===== config.mk =====
export PLATFORM = sky130hd
export DESIGN_NAME = td4_counter_flat
export DESIGN_NICKNAME = d
export VERILOG_FILES = /design/src/rtl/td4_counter_pkg.sv /design/src/rtl/td4_counter_if.sv /design/src/rtl/td4_counter_tc.sv /design/src/rtl/td4_counter.sv /design/src/flat_wrapper.sv
export SDC_FILE = /design/constraint.sdc
export NUM_CORES = 1
export LEC_CHECK = 0
export CAP_MARGIN = 30
export CORE_AREA = 4 4 41 43
export DETAILED_ROUTE_END_ITERATION = 10
export DIE_AREA = 0 0 45 47
export HOLD_SLACK_MARGIN = 0.15
export PLACE_DENSITY = 0.64
export SYNTH_ARGS = -nofsm -noshare
export SYNTH_HDL_FRONTEND = slang
export SYNTH_HIERARCHICAL = 1
export SYNTH_SLANG_ARGS = --single-unit
export TNS_END_PERCENT = 5

===== constraint.sdc =====
create_clock -name clk -period 1.1 [get_ports clk]
set_clock_uncertainty 0.2 [all_clocks]
set_input_delay 0.165 -clock clk [delete_from_list [all_inputs] [get_ports clk]]
set_output_delay 0.165 -clock clk [all_outputs]
set_load 0.1 [all_outputs]

===== src/rtl/td4_counter_pkg.sv =====
// rtl/td4_counter_pkg.sv - shared direction constants and wrap arithmetic for td4_counter
package td4_counter_pkg;

  localparam logic DIR_UP   = 1'b1;
  localparam logic DIR_DOWN = 1'b0;

  // Next counter value plus a flag telling whether the step crossed the terminal count
  typedef struct packed {
    logic [31:0] value;
    logic        wrap;
  } wrap_t;

  // One count step in the given direction, with wrap at MAX (up) or 0 (down).
  // Widths are fixed at 32 bits so narrower counters zero-extend in and truncate out.
  function automatic wrap_t wrap_next(input logic [31:0] value,
                                      input logic [31:0] max,
                                      input logic        dir);
    wrap_t r;
    r.value = value;
    r.wrap  = 1'b0;
    if (dir == DIR_UP) begin
      if (value >= max) begin
        r.value = 32'd0;
        r.wrap  = 1'b1;
      end else begin
        r.value = value + 32'd1;
      end
    end else begin
      if (value == 32'd0) begin
        r.value = max;
        r.wrap  = 1'b1;
      end else begin
        r.value = value - 32'd1;
      end
    end
    return r;
  endfunction

endpackage


===== src/rtl/td4_counter_if.sv =====
// rtl/td4_counter_if.sv - control/data bundle for td4_counter; up exists only with TD4_COUNTER_UPDOWN_EN
interface td4_counter_if #(
  parameter int unsigned WIDTH = 4
);

  logic             load_n;
  logic             enp;
  logic             ent;
  logic             clr_ovf;
`ifdef TD4_COUNTER_UPDOWN_EN
  logic             up;
`endif
  logic [WIDTH-1:0] in;
  logic [WIDTH-1:0] out;
  logic             rco;
  logic             ovf;

`ifdef TD4_COUNTER_UPDOWN_EN
  modport master (output load_n, enp, ent, clr_ovf, up, in,
                  input  out, rco, ovf);
  modport slave  (input  load_n, enp, ent, clr_ovf, up, in,
                  output out, rco, ovf);
`else
  modport master (output load_n, enp, ent, clr_ovf, in,
                  input  out, rco, ovf);
  modport slave  (input  load_n, enp, ent, clr_ovf, in,
                  output out, rco, ovf);
`endif

endinterface


===== src/rtl/td4_counter_tc.sv =====
// rtl/td4_counter_tc.sv - combinational terminal-count detector; down terminal only with TD4_COUNTER_UPDOWN_EN
module td4_counter_tc
  import td4_counter_pkg::*;
#(
  parameter int unsigned      WIDTH = 4,
  parameter logic [WIDTH-1:0] MAX   = '1
) (
  input  logic [WIDTH-1:0] value,
`ifdef TD4_COUNTER_UPDOWN_EN
  input  logic             dir,
`endif
  output logic             terminal
);

  // Terminal is ">= MAX" going up so loaded values above MAX still wrap to 0
  always_comb begin
    terminal = 1'b0;
`ifdef TD4_COUNTER_UPDOWN_EN
    if (dir == DIR_DOWN) begin
      terminal = (value == '0);
    end else begin
      terminal = (value >= MAX);
    end
`else
    terminal = (value >= MAX);
`endif
  end

endmodule


===== src/rtl/td4_counter.sv =====
// rtl/td4_counter.sv - cascadable modulo-N counter with load, dual enables, rco and sticky ovf; TD4_COUNTER_UPDOWN_EN adds down count
module td4_counter
  import td4_counter_pkg::*;
#(
  parameter int unsigned      WIDTH     = 4,
  parameter logic [WIDTH-1:0] MAX       = '1,
  parameter logic [WIDTH-1:0] RESET_VAL = '0
) (
  input logic           clk,
  input logic           rst,
  td4_counter_if.slave  bus
);

  logic [WIDTH-1:0] out_q, out_d;
  logic             ovf_q, ovf_d;
  logic             dir;
  logic             terminal;
  logic             count_en;
  logic             wrap_event;
  wrap_t            step_r;
  logic             unused_step;

`ifdef TD4_COUNTER_UPDOWN_EN
  assign dir = bus.up;
`else
  assign dir = DIR_UP;
`endif

  td4_counter_tc #(
    .WIDTH (WIDTH),
    .MAX   (MAX)
  ) u_tc (
    .value    (out_q),
`ifdef TD4_COUNTER_UPDOWN_EN
    .dir      (dir),
`endif
    .terminal (terminal)
  );

  // Count requires both enables; load overrides counting and never records a wrap
  assign count_en   = bus.enp & bus.ent;
  assign wrap_event = bus.load_n & count_en & terminal;
  assign step_r     = wrap_next(32'(out_q), 32'(MAX), dir);

  // The wrap bit and the bits above WIDTH are redundant with the terminal detector
  assign unused_step = ^step_r;

  // Priority mux for the next value and the sticky wrap flag (set beats clear)
  always_comb begin
    out_d = out_q;
    ovf_d = ovf_q;
    if (!bus.load_n) begin
      out_d = bus.in;
    end else if (count_en) begin
      out_d = WIDTH'(step_r.value);
    end
    if (bus.clr_ovf) begin
      ovf_d = 1'b0;
    end
    if (wrap_event) begin
      ovf_d = 1'b1;
    end
  end

  // State registers; reset dominates load and count and suppresses the wrap flag
  always_ff @(posedge clk) begin
    if (rst) begin
      out_q <= RESET_VAL;
      ovf_q <= 1'b0;
    end else begin
      out_q <= out_d;
      ovf_q <= ovf_d;
    end
  end

  assign bus.out = out_q;
  assign bus.ovf = ovf_q;
  assign bus.rco = bus.ent & terminal;

endmodule


===== src/flat_wrapper.sv =====
// flat-port wrapper written by rule: the top's interface ports become plain ports
module td4_counter_flat import td4_counter_pkg::*;
#(
  parameter int unsigned      WIDTH     = 4,
  parameter logic [WIDTH-1:0] MAX       = '1,
  parameter logic [WIDTH-1:0] RESET_VAL = '0
)
  (clk, rst, bus_load_n, bus_enp, bus_ent, bus_clr_ovf, bus_in, bus_out, bus_rco, bus_ovf);
  td4_counter_if #(.WIDTH(WIDTH)) bus_i ();
  input logic clk;
  input logic rst;
  input wire logic [$bits(bus_i.load_n)-1:0] bus_load_n;
  input wire logic [$bits(bus_i.enp)-1:0] bus_enp;
  input wire logic [$bits(bus_i.ent)-1:0] bus_ent;
  input wire logic [$bits(bus_i.clr_ovf)-1:0] bus_clr_ovf;
  input wire logic [$bits(bus_i.in)-1:0] bus_in;
  output wire logic [$bits(bus_i.out)-1:0] bus_out;
  output wire logic [$bits(bus_i.rco)-1:0] bus_rco;
  output wire logic [$bits(bus_i.ovf)-1:0] bus_ovf;
  assign bus_i.load_n = bus_load_n;
  assign bus_i.enp = bus_enp;
  assign bus_i.ent = bus_ent;
  assign bus_i.clr_ovf = bus_clr_ovf;
  assign bus_i.in = bus_in;
  assign bus_out = bus_i.out;
  assign bus_rco = bus_i.rco;
  assign bus_ovf = bus_i.ovf;
  td4_counter #(.WIDTH(WIDTH), .MAX(MAX), .RESET_VAL(RESET_VAL)) u_core (.clk(clk), .rst(rst), .bus(bus_i));
endmodule

==> run metrics, run 1 <==
Worst Hold Class flip-flop to flip-flop; half-perimeter wire length after placement 672.8 microns; Mapped Area 291.5 sq um; Starting Density 22.40%; Top FF cell, synth dfxtp_1; Hold Vio Cnt, Final 0; multi-input logic area 202.7 sq um; synthesis-to-layout area growth 122.7%; TritonRoute pass-1 iters 4; Netlist cell types 18; RSZ-0062 raised after global routing true; Fillers 133; die area 0.002115 sq mm; # diodes 0; number of global-route vias before repair 361; Synth top area share 34.33%; port buffer count 15; pins over their slew limit 0; die span in x 45 microns; crit path DAT 1.10 ns; most frequent cell after synthesis dfxtp_1; setup slack, reg-to-reg -0.23 ns; Core Footprint 0.001301 sq mm; via count 354; GPL Wtd Cong 0.7305; maxcap violations 0; CTS Sinks 5; Yosys top cell by area dfxtp_1; grt total ovfl 0; crit path max fanout 2; Num CTS Buffers 3; Tot GR Track Use 9.881%; met1 Use GR 9.112%; Final nets 71; drt wl/cell 12.30 microns; Max VDD drop 0.0004965 V; crit end category output pin; GR met2 Demand/Resource 18.08%; Antenna Violating Nets Remaining 0; Tmin final 1.470 ns; status complete, but fails checks; WL final 910 microns; first-pass GRT wire length 1435 microns; Pint 0.4431 mW; H-tree levels 1; Hold Buf Count CTS 0; share of post-route cells with drive strength above 1 50.85%; DR DRC count 0; Synth top cells by count 5 x dfxtp_1, 4 x nand3_1, 3 x nand2_1; Seq. cell area 116.4 sq um; crit path launch type flip-flop; LEAKAGE 0.2420 nW; clock root cell clkbuf_4; setup violators final 11; met3 usage 3.448%; clk_lat worst skew 0.24 ns; Mapped Nets 44; slew margin rel. 85.03%; worst setup margin -0.3697 ns; EDFF count, synth 0; violated checks negative setup slack; Std-Cell Rows 13; Die Ht 47 microns; largest net degree at the start of global routing 12; Async S/R FF share, synth 0%; register area share after synthesis 34.33%; logic gate share of total power 37.8%; Sw Share 32.37%; clock tree buffer depth 2; Reg power frac 30.2%; top cells by area, synth dfxtp_1 34%, nand3_1 6.9%, nand4b_1 6.0%; Least-Margin Pin Slew 0.2239 ns; CP Class flip-flop to output pin; Vias/cell 4.784; Mapped Cells 33; power per cell area 1009 mW/mm^2; I/O pin total 16; count of state elements after synthesis 5; Ys Warns 6; Tcrit/Tclk final 133.6%; Most Used Layer, Global Route met2; Net Switching 0.2121 mW; Mean Syn Cell Area 8.834 sq um; CTS tree built; CTS clock-pin slew for the worst setup and hold paths 0.04 ns; clock power share 32.0%; initial antenna violation count 0; CP required 0.73 ns; pre-CTS setup slack -0.3459 ns; Final Util 49.90%; fmax 680.4 MHz; drt first-iter violations 4
kinds of logic after synthesis:
family	Yosys count	share of synthesized area [%]
simple gates	17	34.34
compound gates	7	19.31
flops	5	34.34
xor+xnor	2	6.010
buf+inv	1	1.715
fa+ha+maj	1	4.291
cell usage in the layout, fill, tap and decap left out:
cell / synthesis / final
clkdlybuf4s50_1: 0 / 9
buf_12: 0 / 6
buf_4: 0 / 4
buf_6: 0 / 4
dfxtp_4: 0 / 4
clkbuf_4: 0 / 3
nand2_1: 3 / 3
and2_4: 1 / 2
nand3_2: 0 / 2
nand4b_1: 2 / 2
nor2b_1: 2 / 2
a31oi_1: 2 / 2
a21oi_1: 2 / 2
xor2_1: 2 / 2
nand3_1: 4 / 2
nor2_1: 2 / 2
clkbuf_1: 0 / 1
o22ai_1: 1 / 1
nand2b_1: 1 / 1
a311oi_2: 1 / 1
a211oi_2: 1 / 1
ha_2: 0 / 1
dfxtp_2: 0 / 1
and4_4: 0 / 1
power by group through the flow:
stage	registers (mW)	clock network [mW]	logic, mW
after detailed placement	0.199	0	0.233
after CTS	0.196	0.217	0.247
after global routing	0.199	0.238	0.259
after floorplan	0.278	0	0.0394
final	0.198	0.210	0.248
after global placement	0.199	0	0.232
state kept, by name, indices dropped and copies added (netlist names):
signal and count:
u_core/bus.out 4, u_core/bus.ovf 1
per-layer routing:
| metal | up-vias | wire (microns) |
|---|---|---|
| li1 | 174 | - |
| met1 | 167 | 347 |
| met2 | 13 | 502 |
| met3 | 0 | 59 |
| met4 | 0 | 0 |
| met5 | - | 0 |
final cells by class:
class | count | share of cell area [%]
timing repair buffer | 23 | 43.93
multi-input combinational | 27 | 31.21
sequential | 5 | 17.92
clock buffer | 4 | 4.046
tap | 15 | 2.890
per-stage QoR:
step | hold slack [ns] | TNS [ns] | cells | instance area, sq um | power, mW
global route | 0.3351 | -2.074 | 74 | 649.4 | 0.6950
floorplan | 0.02042 | -1.890 | 33 | 307.8 | 0.3177
finish | 0.2917 | -1.687 | 74 | 649.4 | 0.6552
detailed placement | 0.3060 | -1.830 | 69 | 584.3 | 0.4321
global placement | 0.2955 | -1.725 | 69 | 584.3 | 0.4311
CTS | 0.2949 | -1.636 | 74 | 643.1 | 0.6601
final timing paths:
path,startpoint,to,depth (start not counted)
worst max-delay path,u_core/bus.out[0]$_SDFFE_PP0P_,bus_rco,3
worst min-delay path,u_core/bus.ovf$_SDFFE_PP0P_,u_core/bus.ovf$_SDFFE_PP0P_,2
worst max register to register,u_core/bus.out[0]$_SDFFE_PP0P_,u_core/bus.out[2]$_SDFFE_PP0P_,5
worst min register to register,u_core/bus.ovf$_SDFFE_PP0P_,u_core/bus.ovf$_SDFFE_PP0P_,2
what timing repair did:
action,CTS,global route
endpoints found under the hold margin,0,0
resized for setup,7,2
buffers inserted,1,0
endpoints found under the setup margin,10,11
pin swaps,4,0
critical path, cell delays in order, from the launching register on:
cell,delay (ns)
dfxtp_4,0.34
and4_4,0.21
and2_4,0.14
buf_12,0.16
No activity file was read; power rests on OpenSTA's default activity.
==> inputs of run 2 (changes only) <==
--- a/config.mk
+++ b/config.mk
@@ -15,4 +15,3 @@
 export SYNTH_HDL_FRONTEND = slang
 export SYNTH_HIERARCHICAL = 1
 export SYNTH_SLANG_ARGS = --single-unit
-export TNS_END_PERCENT = 5
==> run 2 against run 1 <==
Against the previous run: the flow still finishes with violations (negative setup slack); count of clock-buffer cells in the layout stayed put; design area is 0.58% higher; register-to-register slack hardly changed; first-iteration DRC count is 25% lower; combinational power hardly changed; sequential share of layout area is 0.10 points lower; highest routed layer unchanged.
==> run metrics, run 2 (synthesis gave the netlist of run 1 again) <==
Worst Hold Class input pin to flip-flop; Starting Density 22.40% (unchanged); cells on worst reg2reg path 5 (unchanged); die span in x 45 microns (unchanged); initial antenna violation count 0 (unchanged); pins over their slew limit 0 (unchanged); Tmin final 1.483 ns (+0.01311 ns); grt total ovfl 0 (unchanged); Std-Cell Rows 13 (unchanged); share of post-route cells with drive strength above 1 48.39% (-2.5 points); pre-CTS setup slack -0.3395 ns (+0.006375 ns); slew margin rel. 82.09% (-2.9 points); crit end category output pin; Tot GR Track Use 9.321% (-0.56 points); CTS Sinks 5 (unchanged); # diodes 0 (unchanged); r2r endpoint u_core/bus.out[2]$_SDFFE_PP0P_; violated checks negative setup slack; RSZ-0062 raised after global routing true; most frequent cells in the layout 9 x clkdlybuf4s50_1, 9 x buf_4, 6 x buf_12, 4 x nand3_1, 4 x dfxtp_4; Least-Margin Pin Slew 0.2677 ns (+0.04382 ns); Core Footprint 0.001301 sq mm (unchanged); hold slack 0.3457 ns (+0.05400 ns); Die Ht 47 microns (unchanged); setup violators final 10 (-1); r2r startpoint u_core/bus.out[0]$_SDFFE_PP0P_; WL final 843 microns (-7.4%); Max VDD drop 0.0005526 V (+11%); worst setup margin -0.3828 ns (-0.01312 ns); CP Class flip-flop to output pin; Hold Buf Count CTS 0 (unchanged); status complete, but fails checks; power per cell area 1007 mW/mm^2 (-0.24%); I/O pin total 16 (unchanged); crit path launch type flip-flop; synthesis-to-layout area growth 124.0%; DR DRC count 0 (unchanged); Tcrit/Tclk final 134.8% (+1.2 points); via count 358 (+1.1%); H-tree levels 1 (unchanged); drt wl/cell 10.95 microns (-11%); Min-Delay Endpoint u_core/bus.out[1]$_SDFFE_PP0P_; clock tree buffer depth 2 (unchanged); half-perimeter wire length after placement 660.9 microns (-1.8%); CTS tree built; maxcap violations 0 (unchanged); TritonRoute pass-1 iters 4 (unchanged); die area 0.002115 sq mm (unchanged); hold_sp bus_in[1]; LEAKAGE 0.2583 nW (+6.8%); CP required 0.73 ns (about the same); Final nets 74 (+4.2%); crit path max fanout 2 (unchanged); Fillers 134 (+0.75%); largest net degree at the start of global routing 12 (unchanged); clock root cell clkbuf_4; setup slack, reg-to-reg -0.24 ns (about the same); number of global-route vias before repair 328 (-9.1%); Num CTS Buffers 3 (unchanged); first-pass GRT wire length 1407 microns (-2.0%); Hold Vio Cnt, Final 0 (unchanged); crit path DAT 1.12 ns (+0.02 ns); port buffer count 15 (unchanged); CTS clock-pin slew for the worst setup and hold paths 0.04 ns (about the same); Vias/cell 4.649 (-2.8%); Antenna Violating Nets Remaining 0 (unchanged); clk_lat worst skew 0.24 ns (about the same); fmax 674.4 MHz (-0.88%); cell count of the worst hold path 3 (+1); max reg flops 4 (unchanged); drt first-iter violations 3 (-1); GPL Wtd Cong 0.7646 (+4.7%)
-- run 2: per-stage QoR --
step	instance area [sq um]	TNS [ns]	util, %	instances	power, mW
after floorplan	309.0	-1.508	-	33	0.3177
after global placement	578.1	-1.740	44.42	68	0.4295
after detailed placement	578.1	-1.777	44.42	68	0.4301
after CTS	623.1	-1.972	47.88	74	0.6601
after global routing	653.1	-2.478	50.19	77	0.6959
final	653.1	-1.971	50.19	77	0.6574
-- run 2: worst max-delay path by stage --
| stage | startpoint | endpoint | slack [ns] | depth (start not counted) |
|---|---|---|---|---|
| after global routing | u_core/bus.out[2]$_SDFFE_PP0P_ | bus_rco | -0.42 | 3 |
| after global placement | bus_ent | u_core/bus.out[1]$_SDFFE_PP0P_ | -0.34 | 4 |
| after detailed placement | bus_ent | u_core/bus.out[1]$_SDFFE_PP0P_ | -0.34 | 4 |
| after CTS | u_core/bus.out[2]$_SDFFE_PP0P_ | bus_rco | -0.39 | 3 |
| final | u_core/bus.out[2]$_SDFFE_PP0P_ | bus_rco | -0.38 | 3 |
| after floorplan | u_core/bus.out[3]$_SDFFE_PP0P_ | bus_rco | -0.38 | 2 |
-- run 2: layout make-up --
class                      count  area [sq um]  share of cell area (%)
timing repair buffer          26         300.3                   45.98
multi-input combinational     27         191.4                   29.31
sequential                     5         116.4                   17.82
clock buffer                   4         26.28                   4.023
tap                           15         18.77                   2.874
-- run 2: critical path: stages, from the launching register on --
cell and delay, ns:
dfxtp_4 0.33, and4_1 0.22, and2_4 0.16, buf_12 0.16
-- run 2: repair_timing --
| action | in CTS | in global routing |
|---|---|---|
| buffers inserted | 3 | 3 |
| cloned | 0 | 0 |
| gates resized for setup | 1 | 2 |
| pin swaps | 2 | 0 |
| endpoints found under the setup margin | 10 | 11 |
-- run 2: where the power goes --
part / leakage, nW / switching (mW) / internal [mW] / total, mW
sequential: 0.0442 / 0.00663 / 0.190 / 0.196
combinational: 0.199 / 0.131 / 0.120 / 0.250
clock: 0.0150 / 0.0736 / 0.137 / 0.211
-- run 2: layer usage --
metal / track usage, % / share of wire, %
met5: 0 / 0
met2: 14.69 / 47
met4: 0 / 0
met1: 10.91 / 42
met3: 6.897 / 11
==> inputs of run 3 (changes only) <==
--- a/config.mk
+++ b/config.mk
@@ -7,9 +7,9 @@
 export LEC_CHECK = 0
 export CAP_MARGIN = 30
 export CORE_AREA = 4 4 41 43
+export CTS_CLUSTER_DIAMETER = 120
 export DETAILED_ROUTE_END_ITERATION = 10
 export DIE_AREA = 0 0 45 47
-export HOLD_SLACK_MARGIN = 0.15
 export PLACE_DENSITY = 0.64
 export SYNTH_ARGS = -nofsm -noshare
 export SYNTH_HDL_FRONTEND = slang
==> results of run 3 <==
The final DEF is identical to that of run 2; final timing and power are the same.
